## config.mk

```make
export PLATFORM = sky130hd
export DESIGN_NAME = seg7_scan_driver
export DESIGN_NICKNAME = d
export VERILOG_FILES = /design/src/rtl/seg7_scan_driver_pkg.sv /design/src/rtl/seg7_scan_driver_decode.sv /design/src/rtl/seg7_scan_driver.sv
export SDC_FILE = /design/constraint.sdc
export NUM_CORES = 1
export LEC_CHECK = 0
export ABC_AREA = 1
export CAP_MARGIN = 20
export CORE_ASPECT_RATIO = 1.1
export CORE_UTILIZATION = 55
export CTS_CLUSTER_DIAMETER = 80
export DETAILED_ROUTE_END_ITERATION = 8
export GPL_TIMING_DRIVEN = 0
export MAX_ROUTING_LAYER = met4
export PLACE_DENSITY = 0.77
export SLEW_MARGIN = 40
export SYNTH_ARGS = -nofsm -noshare
export SYNTH_HDL_FRONTEND = slang
export SYNTH_SLANG_ARGS = --single-unit
```

## constraint.sdc

```tcl
create_clock -name clk -period 5.8 [get_ports clk]
set_clock_uncertainty 0.1 [all_clocks]
set_input_delay 0.58 -clock clk [delete_from_list [all_inputs] [get_ports clk]]
set_output_delay 0.58 -clock clk [all_outputs]
set_load 0.005 [all_outputs]
```

## src/rtl/seg7_scan_driver_pkg.sv

```systemverilog
// Shared 7-segment definitions for the panel display blocks.
// Segment patterns are active-high, bit order {a,b,c,d,e,f,g} with a in bit 6.
package seg7_scan_driver_pkg;

    typedef logic [6:0] seg_t;

    localparam seg_t SEG_0     = 7'b1111110;
    localparam seg_t SEG_1     = 7'b0110000;
    localparam seg_t SEG_2     = 7'b1101101;
    localparam seg_t SEG_3     = 7'b1111001;
    localparam seg_t SEG_4     = 7'b0110011;
    localparam seg_t SEG_5     = 7'b1011011;
    localparam seg_t SEG_6     = 7'b1011111;
    localparam seg_t SEG_7     = 7'b1110000;
    localparam seg_t SEG_8     = 7'b1111111;
    localparam seg_t SEG_9     = 7'b1111011;
    localparam seg_t SEG_DASH  = 7'b0000001;
    localparam seg_t SEG_BLANK = 7'b0000000;

    // Converts an active-high pattern to the physical pin level.
    function automatic seg_t seg_to_pins(input seg_t pattern, input bit act_low);
        return act_low ? ~pattern : pattern;
    endfunction

endpackage

```

## src/rtl/seg7_scan_driver_decode.sv

```systemverilog
// Combinational BCD to active-high 7-segment decoder.
// Codes 10..15 are not decimal digits and show a dash.
module seg7_scan_driver_decode
    import seg7_scan_driver_pkg::*;
(
    input  logic [3:0] bcd,
    output seg_t       pattern
);

    always_comb begin
        case (bcd)
            4'd0:    pattern = SEG_0;
            4'd1:    pattern = SEG_1;
            4'd2:    pattern = SEG_2;
            4'd3:    pattern = SEG_3;
            4'd4:    pattern = SEG_4;
            4'd5:    pattern = SEG_5;
            4'd6:    pattern = SEG_6;
            4'd7:    pattern = SEG_7;
            4'd8:    pattern = SEG_8;
            4'd9:    pattern = SEG_9;
            default: pattern = SEG_DASH;
        endcase
    end

endmodule

```

## src/rtl/seg7_scan_driver.sv

```systemverilog
// Time-multiplexed 7-segment scan driver with double-buffered BCD, leading-zero
// suppression, per-digit blink and configurable pin polarity.
module seg7_scan_driver
    import seg7_scan_driver_pkg::*;
#(
    parameter int DIGITS       = 4,
    parameter int REFRESH_DIV  = 50000,
    parameter int BLINK_FRAMES = 64,
    parameter int SEG_ACT_LOW  = 1,
    parameter int AN_ACT_LOW   = 1
) (
    input  logic                  clk,
    input  logic                  reset,
    input  logic                  load,
    input  logic [4*DIGITS-1:0]   bcd_in,
    input  logic                  lz_en,
    input  logic [DIGITS-1:0]     blink_mask,
    output logic [6:0]            seg,
    output logic [DIGITS-1:0]     an,
    output logic                  frame_start
);

    localparam int PW = $clog2(REFRESH_DIV);
    localparam int IW = $clog2(DIGITS);
    localparam int FW = (BLINK_FRAMES > 1) ? $clog2(BLINK_FRAMES) : 1;

    localparam logic [PW-1:0] PRESC_LAST = PW'(REFRESH_DIV - 1);
    localparam logic [IW-1:0] IDX_LAST   = IW'(DIGITS - 1);
    localparam logic [FW-1:0] FRAME_LAST = FW'(BLINK_FRAMES - 1);

    localparam seg_t              SEG_OFF = seg_to_pins(SEG_BLANK, SEG_ACT_LOW != 0);
    localparam logic [DIGITS-1:0] AN_OFF  = (AN_ACT_LOW != 0) ? {DIGITS{1'b1}} : {DIGITS{1'b0}};

    logic [PW-1:0]         presc;
    logic [IW-1:0]         idx;
    logic [FW-1:0]         frame_cnt;
    logic                  blink_phase;
    logic [4*DIGITS-1:0]   shadow;
    logic [4*DIGITS-1:0]   display;
    logic                  pending;

    logic                  tick;
    logic                  boundary;
    logic [IW-1:0]         idx_next;
    logic [4*DIGITS-1:0]   display_next;
    logic                  phase_next;
    logic [DIGITS-1:0]     upper_zero;
    logic [3:0]            digit_code;
    seg_t                  digit_pattern;
    logic                  digit_blank;
    seg_t                  seg_next;
    logic [DIGITS-1:0]     an_next;

    assign tick     = (presc == PRESC_LAST);
    assign boundary = tick && (idx == IDX_LAST);

    always_comb begin
        idx_next = idx;
        if (tick) begin
            idx_next = (idx == IDX_LAST) ? '0 : idx + IW'(1);
        end
    end

    // A load landing on the boundary edge bypasses the shadow so it is not a frame late.
    always_comb begin
        display_next = display;
        if (boundary) begin
            if (load) begin
                display_next = bcd_in;
            end else if (pending) begin
                display_next = shadow;
            end
        end
    end

    assign phase_next = blink_phase ^ (boundary && (frame_cnt == FRAME_LAST));

    always_comb begin
        logic all_zero;
        all_zero   = 1'b1;
        upper_zero = '0;
        for (int i = DIGITS - 1; i >= 0; i--) begin
            all_zero      = all_zero && (display_next[4*i +: 4] == 4'd0);
            upper_zero[i] = all_zero;
        end
    end

    assign digit_code = display_next[4*int'(idx_next) +: 4];

    seg7_scan_driver_decode u_decode (
        .bcd     (digit_code),
        .pattern (digit_pattern)
    );

    // Rendering uses post-edge state so a committed frame shows from its first digit.
    always_comb begin
        digit_blank = (lz_en && (idx_next != '0) && upper_zero[idx_next])
                   || (phase_next && blink_mask[idx_next]);
        seg_next    = seg_to_pins(digit_blank ? SEG_BLANK : digit_pattern, SEG_ACT_LOW != 0);
        an_next     = DIGITS'(1) << idx_next;
        if (AN_ACT_LOW != 0) begin
            an_next = ~an_next;
        end
    end

    always_ff @(posedge clk) begin
        if (reset) begin
            presc <= '0;
            idx   <= IDX_LAST;
        end else begin
            presc <= tick ? '0 : presc + PW'(1);
            idx   <= idx_next;
        end
    end

    always_ff @(posedge clk) begin
        if (reset) begin
            shadow  <= '0;
            display <= '0;
            pending <= 1'b0;
        end else begin
            display <= display_next;
            if (load) begin
                shadow <= bcd_in;
            end
            if (boundary) begin
                pending <= 1'b0;
            end else if (load) begin
                pending <= 1'b1;
            end
        end
    end

    always_ff @(posedge clk) begin
        if (reset) begin
            frame_cnt   <= '0;
            blink_phase <= 1'b0;
        end else begin
            blink_phase <= phase_next;
            if (boundary) begin
                frame_cnt <= (frame_cnt == FRAME_LAST) ? '0 : frame_cnt + FW'(1);
            end
        end
    end

    always_ff @(posedge clk) begin
        if (reset) begin
            seg         <= SEG_OFF;
            an          <= AN_OFF;
            frame_start <= 1'b0;
        end else begin
            frame_start <= boundary;
            if (tick) begin
                seg <= seg_next;
                an  <= an_next;
            end
        end
    end

endmodule

```

==> results by group <==
Global routing
  • GR Overflow Total: 0
  • Largest net degree at the start of global routing: 13
  • First-pass GRT wire length: ~14000 um
  • Initial antenna violation count: 0
  • Tot GR Track Use: 27.6%
  • Number of global-route vias before repair: about 3.3k

Place
  • IO Port Bufs: 35
  • DP HPWL: about 6500 um
  • Global placement routability congestion: just under 0.9

Timing
  • Slew Limit Fails: 0
  • Fin crit share: 54.9%
  • Total negative slack: 0 ns
  • Final Critical Period: approximately 3.2 ns
  • Worst-Margin Slew: between 0.5 and 0.6 ns
  • Slew margin rel.: approximately three fifths
  • F_max: between 300 and 400 MHz
  • Final Hold Vio Count: 0
  • Unrepaired setup endpoints after global routing: false
  • Setup violations, final: 0

Synthesis
  • Post-synth EDFFs: 0
  • Main combinational cell family by area after synthesis: simple AND/OR/NAND/NOR gates
  • Yosys cell types: 39
  • Ys async rst share: 0%
  • Synth Instances: between 500 and 600
  • Post-Synth Simple-Gate Area: approximately two fifths
  • Adder-cell share of the synthesized area: 2.67%
  • #FFs+latches synth: 70
  • Synth Area in Compound Gates: 11.0%
  • Main synth FF type: dfxtp_1
  • Post-synthesis mux area share: less than 1%
  • Synthesized netlist net count: ~600
  • Post-Synthesis Cell Area: about 3700 um^2
  • Sequential area share after synthesis: 37.4%
  • Post-Synthesis Mean Instance Area: around 6.8 um^2
  • Xor/xnor share of the synthesized area: approximately 1.4%
  • YS warnings: 0

Drt
  • Final WL: 8680 um
  • # DRC: 0
  • DR WL/cell: 12.7 um
  • Detail Route Antenna Nets: 0
  • Via count: 3534
  • Vias per inst: roughly 5.2
  • Detailed Route Iter0 Violations: 148
  • Pre-Repair DR Iteration Count: 5

Clocking
  • Cts hold-fix bufs: 0
  • CTS tree: built
  • Clk buf depth: 2
  • Number of buffers created by CTS: 9
  • Clock slew at reported path FFs: ~0.08 ns
  • Clock Sinks: 70
  • Post-cts gate resize count: 0
  • CTS root buf: clkbuf_8
  • Clock latency on the worst-skew pair: roughly 0.36 ns
  • Post-CTS setup buffers: 0
  • Max H-tree Level: 3

Critical path
  • CP arrival: approximately 3.3 ns
  • Startpoint Class: register
  • Critical Path RT: 5.96 ns
  • Max FO, Critical Path: 10
  • CP endpoint kind: register
  • WS Path Type: register to register

Layout
  • Most frequent cells in the layout: 167 x nand2_1, 70 x dfxtp_1, 68 x nor2_1, 55 x inv_1, 36 x a21oi_1
  • Utilization after layout: between 60% and 70%
  • Final Net Count: 630
  • Commonest non-fill, non-tap cell in the layout: nand2_1
  • P&R area growth vs syn: 18.0%
  • Fillers: around 600
  • Layout cells sized above 1: between 10% and 20%
  • Ant diodes: 0

Power
  • PD cells: between 200 and 250 nW/um^2
  • Total power draw: 1000 uW
  • LEAKAGE: 0.00192 uW
  • Max IR drop VDD: 0.000164 V

Die
  • Die extent in y: 88.6 um
  • Num ports: 36
  • Cell Rows: 31
  • Die Wd: 80.7 um
  • Die area: 7150 um^2
  • Core area: approximately 6600 um^2
  • Starting density of the core: between 50% and 60%

Job
  • Max_cap viols: 0

Worst hold path
  • HP Class: register to register

Status
  • Status: completed
==> synthesized netlist by cell type (5+ instances only) <==
cell,n,area (um^2)
xor2_1,6,52.6
nand2_4,5,56.3
o21ai_1,5,25.0
buf_2,6,30.0
nor2_1,68,255
nand2_2,12,75.1
a21oi_1,36,180
inv_1,55,206
o21ai_0,18,90.1
nor2_4,7,78.8
nor2_2,6,37.5
nand3_1,28,140
ha_1,8,100
nand2_1,167,627
clkbuf_1,8,30.0
dfxtp_1,70,1400
==> critical path, stage by stage (launching register included) <==
cell and delay, ns:
dfxtp_1 0.37, ha_1 0.34, clkbuf_1 0.41, nand3_1 0.26
o21ai_1 0.28, nor2_1 0.08, nor4_2 0.44, inv_1 0.13
ha_1 0.22, o21ai_1 0.21, nor2_1 0.07, nor2_1 0.12
nor2_1 0.05
==> flip-flops by register name, indices dropped and copies added, names as in the netlist <==
| register | cells |
|---|---|
| display | 16 |
| presc | 16 |
| shadow | 16 |
| seg | 7 |
| frame_cnt | 6 |
| an | 4 |
| idx | 2 |
| blink_phase | 1 |
| frame_start | 1 |
| pending | 1 |
==> layout make-up <==
class / instances / area, um^2 / area share, %
Tap cell: 82 / 103 / 2.32
Clock inverter: 5 / 83.8 / 1.90
Timing Repair Buffer: 35 / 350 / 7.92
Sequential cell: 70 / 1400 / 31.7
Inverter: 61 / 231 / 5.23
Clock buffer: 10 / 138 / 3.11
Buffer: 16 / 75.1 / 1.70
Multi-Input combinational cell: 405 / 2040 / 46.1
==> power breakdown <==
part           internal [uW]  switching (uW)
Combinational           27.1            35.3
Clock                    252             194
Sequential               489            4.81
==> cells by family (layout without fill, tap and decap cells) <==
kind of cell,Yosys count,after routing
simple gates,315,315
buf+inv,77,127
compound gates,75,75
flops,70,70
fa+ha+maj,8,8
xor+xnor,6,6
mux,1,1
==> routing by layer <==
layer	routed length [um]	GRT usage [%]	up-vias	part of all wire, %
li1	-	-	1831	-
met1	3760	31.1	1583	43
met2	4270	45.7	96	49
met3	383	4.64	24	4.4
met4	263	16.4	0	3.0
met5	0	-	-	0
==> path summary, 6_finish.rpt <==
check | start | endpoint | slack, ns | cells after the start
hold / removal | presc[0]$_SDFF_PP0_ | presc[0]$_SDFF_PP0_ | 0.36 | 1
setup reg to reg | idx[0]$_SDFF_PP1_ | seg[6]$_SDFFE_PP1N_ | 2.62 | 12
setup / recovery | idx[0]$_SDFF_PP1_ | seg[6]$_SDFFE_PP1N_ | 2.62 | 12
hold reg to reg | presc[0]$_SDFF_PP0_ | presc[0]$_SDFF_PP0_ | 0.36 | 1
==> metrics by stage <==
stage	setup slack, ns	hold WS, ns	cell area, um^2	std cells
finish	2.62	0.358	4420	684
global placement	2.43	0.328	4200	669
CTS	2.63	0.360	4420	684
detailed placement	2.34	0.340	4200	669
floorplan	3.19	0.318	3750	552
global route	2.27	0.376	4420	684
No activity file was read; power rests on OpenSTA's default activity.
